===== config.mk =====
export PLATFORM = sky130hd
export DESIGN_NAME = otter_lsu_flat
export DESIGN_NICKNAME = d
export VERILOG_FILES = /design/src/rtl/otter_lsu_pkg.sv /design/src/rtl/otter_lsu_if.sv /design/src/rtl/otter_lsu_align.sv /design/src/rtl/otter_lsu.sv /design/src/flat_wrapper.sv
export SDC_FILE = /design/constraint.sdc
export NUM_CORES = 1
export LEC_CHECK = 0
export BUFFER_PORTS_ARGS = -buffer_cell sky130_fd_sc_hd__buf_2
export CAP_MARGIN = 10
export CORE_MARGIN = 4
export CORE_UTILIZATION = 35
export DETAILED_ROUTE_END_ITERATION = 10
export GPL_TIMING_DRIVEN = 0
export HOLD_SLACK_MARGIN = 0.08
export PLACE_DENSITY = 0.66
export SLEW_MARGIN = 25
export SYNTH_ARGS = -nofsm -noshare
export SYNTH_HDL_FRONTEND = slang
export SYNTH_SLANG_ARGS = --single-unit

===== constraint.sdc =====
create_clock -name i_clk -period 4.09 [get_ports i_clk]
set_clock_uncertainty 0.15 [all_clocks]
set_input_delay 0.818 -clock i_clk [delete_from_list [all_inputs] [get_ports i_clk]]
set_output_delay 0.818 -clock i_clk [all_outputs]
set_load 0.005 [all_outputs]

===== src/rtl/otter_lsu_pkg.sv =====
// Shared types and constants for the OTTER load/store unit.
// It holds the FSM state encoding, the access-size codes and the default I/O base address.
package otter_lsu_pkg;

    typedef enum logic [3:0] {
        IDLE,
        RD_LO,
        CAP_LO,
        RD_HI,
        CAP_HI,
        WR_LO,
        WR_HI,
        IO_OP,
        IO_CAP,
        RESP
    } lsu_state_t;

    localparam logic [1:0] SZ_B = 2'd0;
    localparam logic [1:0] SZ_H = 2'd1;
    localparam logic [1:0] SZ_W = 2'd2;
    localparam logic [1:0] SZ_X = 2'd3;

    localparam logic [31:0] DEFAULT_IO_BASE = 32'h1100_0000;

    // An illegal size reports four bytes; that request is rejected anyway.
    function automatic logic [2:0] sizeBytes(input logic [1:0] size);
        case (size)
            SZ_B:    return 3'd1;
            SZ_H:    return 3'd2;
            default: return 3'd4;
        endcase
    endfunction

endpackage


===== src/rtl/otter_lsu_if.sv =====
// Bundles the core request/response handshake and the memory port-2 bus of the load/store unit.
// The core drives master, the LSU uses slave, and the memory uses mem.
interface otter_lsu_if;

    logic        reqValid;
    logic        reqReady;
    logic        reqWe;
    logic [31:0] reqAddr;
    logic [31:0] reqWdata;
    logic [1:0]  reqSize;
    logic        reqUns;

    logic        respValid;
    logic [31:0] respRdata;
    logic        respErr;

    logic [31:0] memAddr2;
    logic [31:0] memDin2;
    logic        memWrite2;
    logic        memRead2;
    logic [1:0]  memSize;
    logic        memSign;
    logic [31:0] memDout2;

    modport master (
        output reqValid, reqWe, reqAddr, reqWdata, reqSize, reqUns,
        input  reqReady, respValid, respRdata, respErr
    );

    modport slave (
        input  reqValid, reqWe, reqAddr, reqWdata, reqSize, reqUns, memDout2,
        output reqReady, respValid, respRdata, respErr,
        output memAddr2, memDin2, memWrite2, memRead2, memSize, memSign
    );

    modport mem (
        input  memAddr2, memDin2, memWrite2, memRead2, memSize, memSign,
        output memDout2
    );

endinterface


===== src/rtl/otter_lsu_align.sv =====
// Combinational byte lane logic over the 64-bit {hi,lo} word window.
// It extracts and extends load data, and merges store data into the window.
module otter_lsu_align
    import otter_lsu_pkg::*;
(
    input  logic [1:0]  i_off,
    input  logic [1:0]  i_size,
    input  logic        i_uns,
    input  logic [31:0] i_wdata,
    input  logic [63:0] i_window,
    output logic [31:0] o_rdata,
    output logic [63:0] o_merged
);

    logic [5:0]  w_shamt;
    logic [31:0] w_raw;
    logic [63:0] w_laneMask;
    logic [63:0] w_mask;
    logic [63:0] w_data;

    assign w_shamt = {1'b0, i_off, 3'b000};
    assign w_raw   = i_window[w_shamt +: 32];

    // Word loads ignore the unsigned flag.
    always_comb begin
        case (i_size)
            SZ_B:    o_rdata = {{24{~i_uns & w_raw[7]}}, w_raw[7:0]};
            SZ_H:    o_rdata = {{16{~i_uns & w_raw[15]}}, w_raw[15:0]};
            default: o_rdata = w_raw;
        endcase
    end

    always_comb begin
        case (i_size)
            SZ_B:    w_laneMask = 64'h0000_0000_0000_00FF;
            SZ_H:    w_laneMask = 64'h0000_0000_0000_FFFF;
            default: w_laneMask = 64'h0000_0000_FFFF_FFFF;
        endcase
    end

    assign w_mask   = w_laneMask << w_shamt;
    assign w_data   = {32'h0, i_wdata} << w_shamt;
    assign o_merged = (i_window & ~w_mask) | (w_data & w_mask);

endmodule


===== src/rtl/otter_lsu.sv =====
// OTTER load/store unit: converts byte, half and word requests into aligned word traffic on memory port 2.
// Stores use read-modify-write, and accesses that cross a word boundary are split into two word operations.
module otter_lsu
    import otter_lsu_pkg::*;
#(
    parameter logic [31:0] IO_BASE = DEFAULT_IO_BASE
)
(
    input  logic        i_clk,
    input  logic        i_rst_n,
    otter_lsu_if.slave  bus
);

    lsu_state_t  r_state;
    logic        r_we;
    logic        r_uns;
    logic        r_err;
    logic [1:0]  r_size;
    logic [31:0] r_addr;
    logic [31:0] r_wdata;
    logic [31:0] r_wLo;
    logic [31:0] r_wHi;
    logic [31:0] r_rdata;

    logic [1:0]  w_reqOff;
    logic [31:0] w_reqLo;
    logic [31:0] w_reqHi;
    logic        w_reqSpan;
    logic        w_reqIo;
    logic        w_reqErr;

    logic [31:0] w_lo;
    logic [31:0] w_hi;
    logic        w_span;
    logic [63:0] w_window;
    logic [31:0] w_loadData;
    logic [63:0] w_merged;

    assign w_reqOff  = bus.reqAddr[1:0];
    assign w_reqLo   = {bus.reqAddr[31:2], 2'b00};
    assign w_reqHi   = w_reqLo + 32'd4;
    assign w_reqSpan = ({1'b0, w_reqOff} + sizeBytes(bus.reqSize)) > 3'd4;
    assign w_reqIo   = w_reqLo >= IO_BASE;
    assign w_reqErr  = (bus.reqSize == SZ_X)
                     || (w_reqIo && ((w_reqOff != 2'd0) || (bus.reqSize != SZ_W)))
                     || (w_reqSpan && !w_reqIo && (w_reqHi >= IO_BASE));

    assign w_lo   = {r_addr[31:2], 2'b00};
    assign w_hi   = w_lo + 32'd4;
    assign w_span = ({1'b0, r_addr[1:0]} + sizeBytes(r_size)) > 3'd4;

    // In a capture state, the word arriving from memory takes the place of its register.
    // This lets the response and the store merge be formed in the same cycle.
    always_comb begin
        case (r_state)
            CAP_LO:  w_window = {r_wHi, bus.memDout2};
            CAP_HI:  w_window = {bus.memDout2, r_wLo};
            default: w_window = {r_wHi, r_wLo};
        endcase
    end

    otter_lsu_align u_align (
        .i_off    (r_addr[1:0]),
        .i_size   (r_size),
        .i_uns    (r_uns),
        .i_wdata  (r_wdata),
        .i_window (w_window),
        .o_rdata  (w_loadData),
        .o_merged (w_merged)
    );

    // Memory strobes, address and write data come only from registered state.
    // The address is held steady across each read/capture pair for the memory's I/O output mux.
    always_comb begin
        bus.memRead2  = 1'b0;
        bus.memWrite2 = 1'b0;
        bus.memAddr2  = 32'h0;
        bus.memDin2   = 32'h0;
        case (r_state)
            RD_LO:  begin bus.memRead2 = 1'b1; bus.memAddr2 = w_lo; end
            CAP_LO: bus.memAddr2 = w_lo;
            RD_HI:  begin bus.memRead2 = 1'b1; bus.memAddr2 = w_hi; end
            CAP_HI: bus.memAddr2 = w_hi;
            WR_LO:  begin bus.memWrite2 = 1'b1; bus.memAddr2 = w_lo; bus.memDin2 = w_merged[31:0]; end
            WR_HI:  begin bus.memWrite2 = 1'b1; bus.memAddr2 = w_hi; bus.memDin2 = w_merged[63:32]; end
            IO_OP:  begin
                bus.memAddr2  = r_addr;
                bus.memRead2  = ~r_we;
                bus.memWrite2 = r_we;
                bus.memDin2   = r_we ? r_wdata : 32'h0;
            end
            IO_CAP: bus.memAddr2 = r_addr;
            default: ;
        endcase
    end

    assign bus.reqReady  = (r_state == IDLE);
    assign bus.respValid = (r_state == RESP);
    assign bus.respErr   = r_err;
    assign bus.respRdata = r_rdata;
    assign bus.memSize   = SZ_W;
    assign bus.memSign   = 1'b0;

    // The request is latched on accept, and the FSM then walks the fixed word sequence for its class.
    // The error flag and load data are only non-zero while RESP is the current state.
    always_ff @(posedge i_clk or negedge i_rst_n) begin
        if (!i_rst_n) begin
            r_state <= IDLE;
            r_we    <= 1'b0;
            r_uns   <= 1'b0;
            r_err   <= 1'b0;
            r_size  <= SZ_B;
            r_addr  <= 32'h0;
            r_wdata <= 32'h0;
            r_wLo   <= 32'h0;
            r_wHi   <= 32'h0;
            r_rdata <= 32'h0;
        end else begin
            case (r_state)
                IDLE: begin
                    if (bus.reqValid) begin
                        r_we    <= bus.reqWe;
                        r_uns   <= bus.reqUns;
                        r_size  <= bus.reqSize;
                        r_addr  <= bus.reqAddr;
                        r_wdata <= bus.reqWdata;
                        if (w_reqErr) begin
                            r_err   <= 1'b1;
                            r_state <= RESP;
                        end else if (w_reqIo) begin
                            r_state <= IO_OP;
                        end else begin
                            r_state <= RD_LO;
                        end
                    end
                end
                RD_LO:  r_state <= CAP_LO;
                CAP_LO: begin
                    r_wLo <= bus.memDout2;
                    if (w_span) begin
                        r_state <= RD_HI;
                    end else if (r_we) begin
                        r_state <= WR_LO;
                    end else begin
                        r_rdata <= w_loadData;
                        r_state <= RESP;
                    end
                end
                RD_HI:  r_state <= CAP_HI;
                CAP_HI: begin
                    r_wHi <= bus.memDout2;
                    if (r_we) begin
                        r_state <= WR_LO;
                    end else begin
                        r_rdata <= w_loadData;
                        r_state <= RESP;
                    end
                end
                WR_LO:  r_state <= w_span ? WR_HI : RESP;
                WR_HI:  r_state <= RESP;
                IO_OP:  r_state <= r_we ? RESP : IO_CAP;
                IO_CAP: begin
                    r_rdata <= bus.memDout2;
                    r_state <= RESP;
                end
                RESP: begin
                    r_err   <= 1'b0;
                    r_rdata <= 32'h0;
                    r_state <= IDLE;
                end
                default: r_state <= IDLE;
            endcase
        end
    end

endmodule


===== src/flat_wrapper.sv =====
// flat-port wrapper written by rule: the top's interface ports become plain ports
module otter_lsu_flat import otter_lsu_pkg::*;
#(
    parameter logic [31:0] IO_BASE = DEFAULT_IO_BASE
)
  (i_clk, i_rst_n, bus_reqValid, bus_reqWe, bus_reqAddr, bus_reqWdata, bus_reqSize, bus_reqUns, bus_memDout2, bus_reqReady, bus_respValid, bus_respRdata, bus_respErr, bus_memAddr2, bus_memDin2, bus_memWrite2, bus_memRead2, bus_memSize, bus_memSign);
  otter_lsu_if bus_i ();
  input  logic i_clk;
  input  logic i_rst_n;
  input wire logic [$bits(bus_i.reqValid)-1:0] bus_reqValid;
  input wire logic [$bits(bus_i.reqWe)-1:0] bus_reqWe;
  input wire logic [$bits(bus_i.reqAddr)-1:0] bus_reqAddr;
  input wire logic [$bits(bus_i.reqWdata)-1:0] bus_reqWdata;
  input wire logic [$bits(bus_i.reqSize)-1:0] bus_reqSize;
  input wire logic [$bits(bus_i.reqUns)-1:0] bus_reqUns;
  input wire logic [$bits(bus_i.memDout2)-1:0] bus_memDout2;
  output wire logic [$bits(bus_i.reqReady)-1:0] bus_reqReady;
  output wire logic [$bits(bus_i.respValid)-1:0] bus_respValid;
  output wire logic [$bits(bus_i.respRdata)-1:0] bus_respRdata;
  output wire logic [$bits(bus_i.respErr)-1:0] bus_respErr;
  output wire logic [$bits(bus_i.memAddr2)-1:0] bus_memAddr2;
  output wire logic [$bits(bus_i.memDin2)-1:0] bus_memDin2;
  output wire logic [$bits(bus_i.memWrite2)-1:0] bus_memWrite2;
  output wire logic [$bits(bus_i.memRead2)-1:0] bus_memRead2;
  output wire logic [$bits(bus_i.memSize)-1:0] bus_memSize;
  output wire logic [$bits(bus_i.memSign)-1:0] bus_memSign;
  assign bus_i.reqValid = bus_reqValid;
  assign bus_i.reqWe = bus_reqWe;
  assign bus_i.reqAddr = bus_reqAddr;
  assign bus_i.reqWdata = bus_reqWdata;
  assign bus_i.reqSize = bus_reqSize;
  assign bus_i.reqUns = bus_reqUns;
  assign bus_i.memDout2 = bus_memDout2;
  assign bus_reqReady = bus_i.reqReady;
  assign bus_respValid = bus_i.respValid;
  assign bus_respRdata = bus_i.respRdata;
  assign bus_respErr = bus_i.respErr;
  assign bus_memAddr2 = bus_i.memAddr2;
  assign bus_memDin2 = bus_i.memDin2;
  assign bus_memWrite2 = bus_i.memWrite2;
  assign bus_memRead2 = bus_i.memRead2;
  assign bus_memSize = bus_i.memSize;
  assign bus_memSign = bus_i.memSign;
  otter_lsu #(.IO_BASE(IO_BASE)) u_core (.i_clk(i_clk), .i_rst_n(i_rst_n), .bus(bus_i));
endmodule

==> results of run 1 <==
-- stage by stage --
stage               setup slack [ns]  setup TNS, ns  total power [mW]  instances
detailed placement            -0.144          -2.91              8.01       1802
floorplan                      0.940              0              6.09       1208
global placement              -0.725        -119.71              7.92       1801
global route                 -0.0375         -0.214              10.5       1842
finish                        0.0528              0              9.92       1842
CTS                         -0.00690       -0.00690              9.73       1834
-- path summary, 6_finish.rpt --
| path | start | endpoint | slack, ns |
|---|---|---|---|
| setup / recovery | u_core.r_state[1] | bus_memDin2[13] | 0.05 |
| max in group asynchronous | i_rst_n | u_core.bus.respRdata[8] | 2.70 |
| min in group i_clk | u_core.bus.respRdata[7] | u_core.bus.respRdata[7] | 0.34 |
| setup reg to reg | u_core.r_addr[1] | u_core.bus.respRdata[18] | 0.18 |
| hold reg to reg | u_core.bus.respRdata[7] | u_core.bus.respRdata[7] | 0.34 |
| hold / removal | i_rst_n | u_core.r_addr[13] | 0.21 |
-- registers in the layout, summed over array words and instances, names as in the netlist --
name and flops:
u_core.r_we 1, u_core.r_uns 1, u_core.r_wdata 32, u_core.bus.respRdata 32, u_core.bus.respErr 1, u_core.r_wHi 32
u_core.r_wLo 32, u_core.r_size 2, u_core.r_state 4, u_core.r_addr 32
-- timing repair --
action	in CTS	in global routing
buffers inserted	1	6
endpoints found under the setup margin	61	82
pin swaps	1	0
resized for setup	18	40
-- routing by layer --
layer  routed length, µm  track usage  up-vias
met5                  28            0        -
met4                1470       0.0916        6
met3                4350       0.0652       84
met2               17800        0.354      640
met1               18300        0.355     5109
li1                    -            -     4783
-- cells by family (layout without fill, tap and decap cells) --
group           after synthesis  count (layout)  synth area share
compound gates              290             290             0.188
xor+xnor                      5               5           0.00417
fa+ha+maj                     5               5           0.00739
buf+inv                     157             399            0.0610
flops                       169             169             0.403
mux                         126             126             0.142
other cells                   2               5          0.000715
simple gates                453             453             0.193
-- area by class of cell --
class / instances / area, µm² / share of cell area
Multi-Input combinational cell: 882 / 5750 / 0.447
Sequential cell: 169 / 4230 / 0.329
Timing Repair Buffer: 211 / 1110 / 0.0860
Tap cell: 390 / 488 / 0.0380
Buffer: 92 / 434 / 0.0338
Clock buffer: 17 / 425 / 0.0331
Inverter: 64 / 240 / 0.0187
Clock inverter: 15 / 181 / 0.0141
Antenna cell: 2 / 5.00 / 0.000389
-- cells in the mapped netlist (3+ instances only) --
library cell	instances	area, µm²
ha_1	3	37.5
o41ai_1	3	26.3
a41oi_1	5	43.8
nand4_1	23	144
a22oi_1	46	345
a21o_1	6	45.0
mux4_2	16	360
nor2b_1	15	93.8
and3_1	9	56.3
a21oi_1	55	275
buf_2	10	50.1
clkbuf_1	68	255
xnor2_1	3	26.3
nand2b_1	9	56.3
a32oi_1	3	26.3
mux2i_1	83	831
a221o_1	23	230
and4_1	5	43.8
mux2_2	27	304
o21a_1	3	22.5
o21ai_1	3	15.0
o211ai_1	9	67.6
o221ai_1	7	61.3
dfrtp_1	169	4230
o21ai_0	61	305
a211oi_1	24	180
nor3_1	8	40.0
nand2_1	252	946
nand3_1	27	135
nor4_1	6	37.5
a31oi_1	11	68.8
buf_1	6	22.5
inv_1	63	236
o2111ai_1	7	61.3
or4_1	3	22.5
or3_1	11	68.8
and2_1	5	31.3
nor2_1	73	274
buf_4	6	45.0
-- power groups by stage --
stage / Combinational (mW) / Clock, mW / Sequential, mW
after floorplan: 3.33 / 0 / 2.77
after global placement: 4.98 / 0 / 2.93
after detailed placement: 5.06 / 0 / 2.95
after CTS: 5.10 / 1.69 / 2.94
after global routing: 5.70 / 1.76 / 3.06
final: 5.25 / 1.68 / 2.99
==> reports/qor.yml, run 1 <==
ys_ff_latch: 169
powerDensity_nw_per_um2: 772
clk_pin_slew_worst_paths_ns: 0.07
timing.final.max_slew_violations: 0
cts_max_path_buffers: 2
critPathSlowestCell: "mux2i_2"
avgViaCountPerCell: 5.77
start_kind: "register"
combPwrFrac: 0.530
fin_crit_ns: 4.04
syn_area_um2: 10500
crit_path_max_fanout: 10
drc_errors: 0
rsz0062_at_grt: "yes"
yosysSeqAreaShare: 0.403
cts_buffers: 17
synth_warnings: 0
std_cell_rows: 63
wirelength_um: 42000
finalHoldViolCount: 0
worst_slew_pin_slew_ns: 0.936
postPlaceCellArea_um2: 12100
avgSynthCellArea_um2: 8.70
layout_commonest_cell: "nand2_1"
ys_types: 67
cts-hold-fix-buffers: 0
grt_pass1_vias: 10100
clock-sinks: 169
vias: 10600
clock_latency_ns: 0.45
vdd_drop_max_uv: 379
dpl.hpwl_um: 32100
grt_overflow_total: 0
grt.total_usage: 0.246
period_share: 0.987
die_y_um: 181
ys_async_sr_fraction: 1.00
reg2regPathDepth: 11
syn-instance-count: 1207
ys.flop_type: "dfrtp_1"
path_common_cell: "buf_2"
timing.hold.ws_ns: 0.211
crit_path_cell_trace: "buf_2 > nor4b_4 > buf_6 > clkbuf_4 > mux2i_2 > a211oi_1 > a221o_1 > buf_2"
p_int_mw: 5.14
drt_iter0_drc: 1212
antenna_found_initial: 7
cp.required_ns: 3.12
critPathKind: "register to output port"
grt_first_pass_wirelength_um: 62300
nNetsFinal: 1545
start_util: 0.354
cts-root-buf: "clkbuf_16"
drtAntennaViolNets: 0
hp-class: "input port to asynchronous set/reset pin"
drive_gt1_frac: 0.241
first_pass_iters: 7
core_area_um2: 29600
p_seq_frac: 0.301
htree_levels: 4
p_clk_frac: 0.169
cp-end-kind: "output port"
slew_headroom: 0.372
max_freq_mhz: 248
nFillCells: 3013
p_leak_nw: 6.20
grt_start_max_net_pins: 91
worst-path-stages: 8
synth_edf_count: 0
p_sw_frac: 0.482
cp.arrival_ns: 3.07
final_cell_mix: "252 x nand2_1, 211 x buf_2, 169 x dfrtp_1, 71 x nor2_1, 68 x mux2i_1"
critPathBufInv: 4
die-area_um2: 32800
area_growth_syn_to_layout_pct: 22.4
max_stage_delay_ns: 0.49
portBuffers: 203
drv_cap: 0
place.gp.congestion: 1.00
die_w_um: 181
setup_violations: 0
cp_top_family: "buffers and inverters"
status: "completed"
ios: 207
switchingPower_mw: 4.78
stdcell_area_um2: 12900
wire_per_inst_um: 22.8
cts_tree: "yes"
utilization: 0.434
Note: power is estimated with default switching activity, not from simulation.
==> inputs of run 2 (changes only) <==
--- a/config.mk
+++ b/config.mk
@@ -5,14 +5,15 @@
 export SDC_FILE = /design/constraint.sdc
 export NUM_CORES = 1
 export LEC_CHECK = 0
-export BUFFER_PORTS_ARGS = -buffer_cell sky130_fd_sc_hd__buf_2
-export CAP_MARGIN = 10
+export ABC_AREA = 1
+export CAP_MARGIN = 30
 export CORE_MARGIN = 4
 export CORE_UTILIZATION = 35
 export DETAILED_ROUTE_END_ITERATION = 10
+export DONT_BUFFER_PORTS = 1
 export GPL_TIMING_DRIVEN = 0
 export HOLD_SLACK_MARGIN = 0.08
-export PLACE_DENSITY = 0.66
+export PLACE_DENSITY = 0.6
 export SLEW_MARGIN = 25
 export SYNTH_ARGS = -nofsm -noshare
 export SYNTH_HDL_FRONTEND = slang
==> run 2 against run 1 <==
Effect of this change: the run now ends with negative hold slack left; final area fell by 5.1%; via count rose by 6.7%; global-route usage is 1.4 points higher; highest routed layer unchanged.
==> reports/qor.yml, run 2 <==
status: "finished with violations"
failed_checks: "negative hold slack"
die-area_um2: 34500  # +5.2%
core_area_um2: 30900  # +4.3%
setup_tns_ns: 0  # unchanged
synth_area_leaders: "dfrtp_1 38%, nand2_1 13%, a21oi_1 5.8%"
yosysMostFrequentCell: "nand2_1"
synth_top_area_frac: 0.382  # -0.0206
slew_headroom: 0.460  # +0.0888
crit_path_max_fanout: 10  # unchanged
rsz0062_at_grt: "no"
grt_overflow_total: 0  # unchanged
synth_edf_count: 0  # unchanged
wire_per_inst_um: 22.9  # +0.49%
place.gp.congestion: 1.00  # -0.13%
drt_iter0_drc: 1193  # -1.6%
setup_violations: 0  # unchanged
layout_commonest_cell: "nand2_1"
cp.required_ns: 3.12  # about the same
ys.flop_type: "dfrtp_1"
wirelength_um: 45300  # +8.0%
syn-instance-count: 1547  # +28%
nNetsFinal: 1677  # +8.5%
start_util: 0.358  # +0.00376
max_freq_mhz: 259  # +4.6%
die_w_um: 186  # +2.5%
final_cell_mix: "374 x nand2_1, 171 x nor2_1, 169 x dfrtp_1, 154 x inv_1, 129 x a21oi_1"
start_kind: "register"
grt.total_usage: 0.260  # +0.0141
avgSynthCellArea_um2: 7.16  # -18%
timing.final.max_slew_violations: 0  # unchanged
clock_latency_ns: 0.46  # about the same
antenna_found_initial: 2  # -5
clock-sinks: 169  # unchanged
htree_levels: 4  # unchanged
vias: 11300  # +6.7%
yosys.area.top_type: "dfrtp_1"
drc_errors: 0  # unchanged
die_y_um: 186  # +2.5%
cts_tree: "yes"
post-layout-total-power_mw: 11.0  # +11%
area_growth_syn_to_layout_pct: 10.1
cts_buffers: 17  # unchanged
ios: 207  # unchanged
grt_start_max_net_pins: 170  # +87%
cp-end-kind: "output port"
dpl.hpwl_um: 36400  # +13%
grt_first_pass_wirelength_um: 67300  # +8.1%
p_leak_nw: 5.64  # -9.0%
timing.hold.ws_ns: -0.0905  # -0.302 ns
drive_gt1_frac: 0.0898  # -0.151
grt_pass1_vias: 10800  # +6.6%
nFillCells: 3282  # +8.9%
fin_crit_ns: 3.86  # -0.178 ns
critPathKind: "register to output port"
period_share: 0.944  # -0.0435
std_cell_rows: 64  # +1.6%
drv_cap: 0  # unchanged
ys_types: 57  # -15%
drtAntennaViolNets: 0  # unchanged
vdd_drop_max_uv: 437  # +15%
ys_ff_latch: 169  # unchanged
first_pass_iters: 6  # -1
ys_async_sr_fraction: 1.00  # unchanged
avgViaCountPerCell: 5.73  # -0.67%
synth_warnings: 0  # unchanged
cp.arrival_ns: 2.89  # -0.18 ns
worst_slew_pin_slew_ns: 0.804  # -0.131 ns
syn_area_um2: 11100  # +5.4%
powerDensity_nw_per_um2: 906  # +17%
hp-class: "input port to asynchronous set/reset pin"
yosysSeqAreaShare: 0.382  # -0.0206
finalHoldViolCount: 169  # +169
cts_max_path_buffers: 2  # unchanged
synth_commonest_cells: "374 x nand2_1, 171 x nor2_1, 169 x dfrtp_1"
cts-root-buf: "clkbuf_16"
clk_pin_slew_worst_paths_ns: 0.07  # about the same
portBuffers: 0  # -100%
postCtsSetupRepairBufs: 0  # -1
## run 2: cell types whose count changed in the layout (fill, tap and decap cells not counted), sizes merged, moves of 23 or more
cell	change
o21a	+30
a22oi	-37
mux2i	-75
o221ai	+37
nand3	+34
inv	+94
clkbuf	-31
o21ai	+93
nor2	+108
nand2	+126
a211oi	-23
a221o	-23
a21oi	+77
buf	-184
## run 2: per-layer routing
metal / global-route usage / vias to the layer above / part of all wire
met2: 0.402 / 560 / 0.45
met4: 0.0804 / 4 / 0.026
met3: 0.0772 / 75 / 0.11
met1: 0.352 / 5446 / 0.42
met5: 0 / - / 0.00046
li1: - / 5251 / -
## run 2: what timing repair did
item | 4_1_cts | 5_1_grt
setup endpoints to repair | 0 | 0
hold endpoints to repair | 169 | 169
resized for setup | 0 | 0
## run 2: metrics by stage
stage               area, µm²   util  instances  setup slack (ns)
finish                  12200  0.395       1979             0.231
CTS                     12200  0.394       1977             0.335
global placement        11600  0.374       1944             0.547
global route            12200  0.394       1978            0.0532
floorplan               11100      -       1548              1.28
detailed placement      11600  0.374       1945             0.809
## run 2: cell families (layout without fill, tap and decap cells)
family / count (synthesis) / in the layout / share of synthesized area
compound gates: 429 / 429 / 0.237
xor+xnor: 4 / 4 / 0.00316
fa+ha+maj: 5 / 5 / 0.00701
buf+inv: 247 / 281 / 0.0954
flops: 169 / 169 / 0.382
mux: 28 / 28 / 0.0276
other cells: 2 / 4 / 0.000678
simple gates: 663 / 663 / 0.247
## run 2: path summary, 6_finish.rpt
path	end	start	cells after the start	slack [ns]
max	bus_memDin2[31]	u_core.r_state[0]	9	0.23
min	u_core.bus.respRdata[26]	i_rst_n	0	-0.09
max reg2reg	u_core.bus.respRdata[3]	u_core.r_size[1]	13	0.81
min reg2reg	u_core.r_wHi[1]	u_core.r_wHi[1]	2	0.35
max in group asynchronous	u_core.r_addr[19]	i_rst_n	0	3.59
min in group i_clk	u_core.r_wHi[1]	u_core.r_wHi[1]	2	0.35
## run 2: power by group
part	switching [mW]	internal [mW]	total, mW
clock	0.745	0.982	1.73
sequential	0.551	2.50	3.05
combinational	4.41	1.85	6.26
total	5.71	5.33	11.0
## run 2: critical path: stages, from the launching register on
cell	delay (ns)
dfrtp_1	0.33
buf_4	0.16
inv_1	0.09
nor2_1	0.13
nand2_1	0.08
nor2_1	0.55
inv_1	0.12
clkbuf_1	0.27
o311ai_0	0.47
buf_2	0.24
## run 2: area by class of cell
class                      count  area [µm²]  area share
clock buffer                  19         443      0.0363
timing repair buffer           2        10.0    0.000821
inverter                     163         614      0.0504
multi-input combinational   1132        5790       0.475
sequential                   169        4230       0.347
antenna                        1        2.50    0.000205
tap                          396         495      0.0406
clock inverter                13         169      0.0139
buffer                        84         442      0.0362
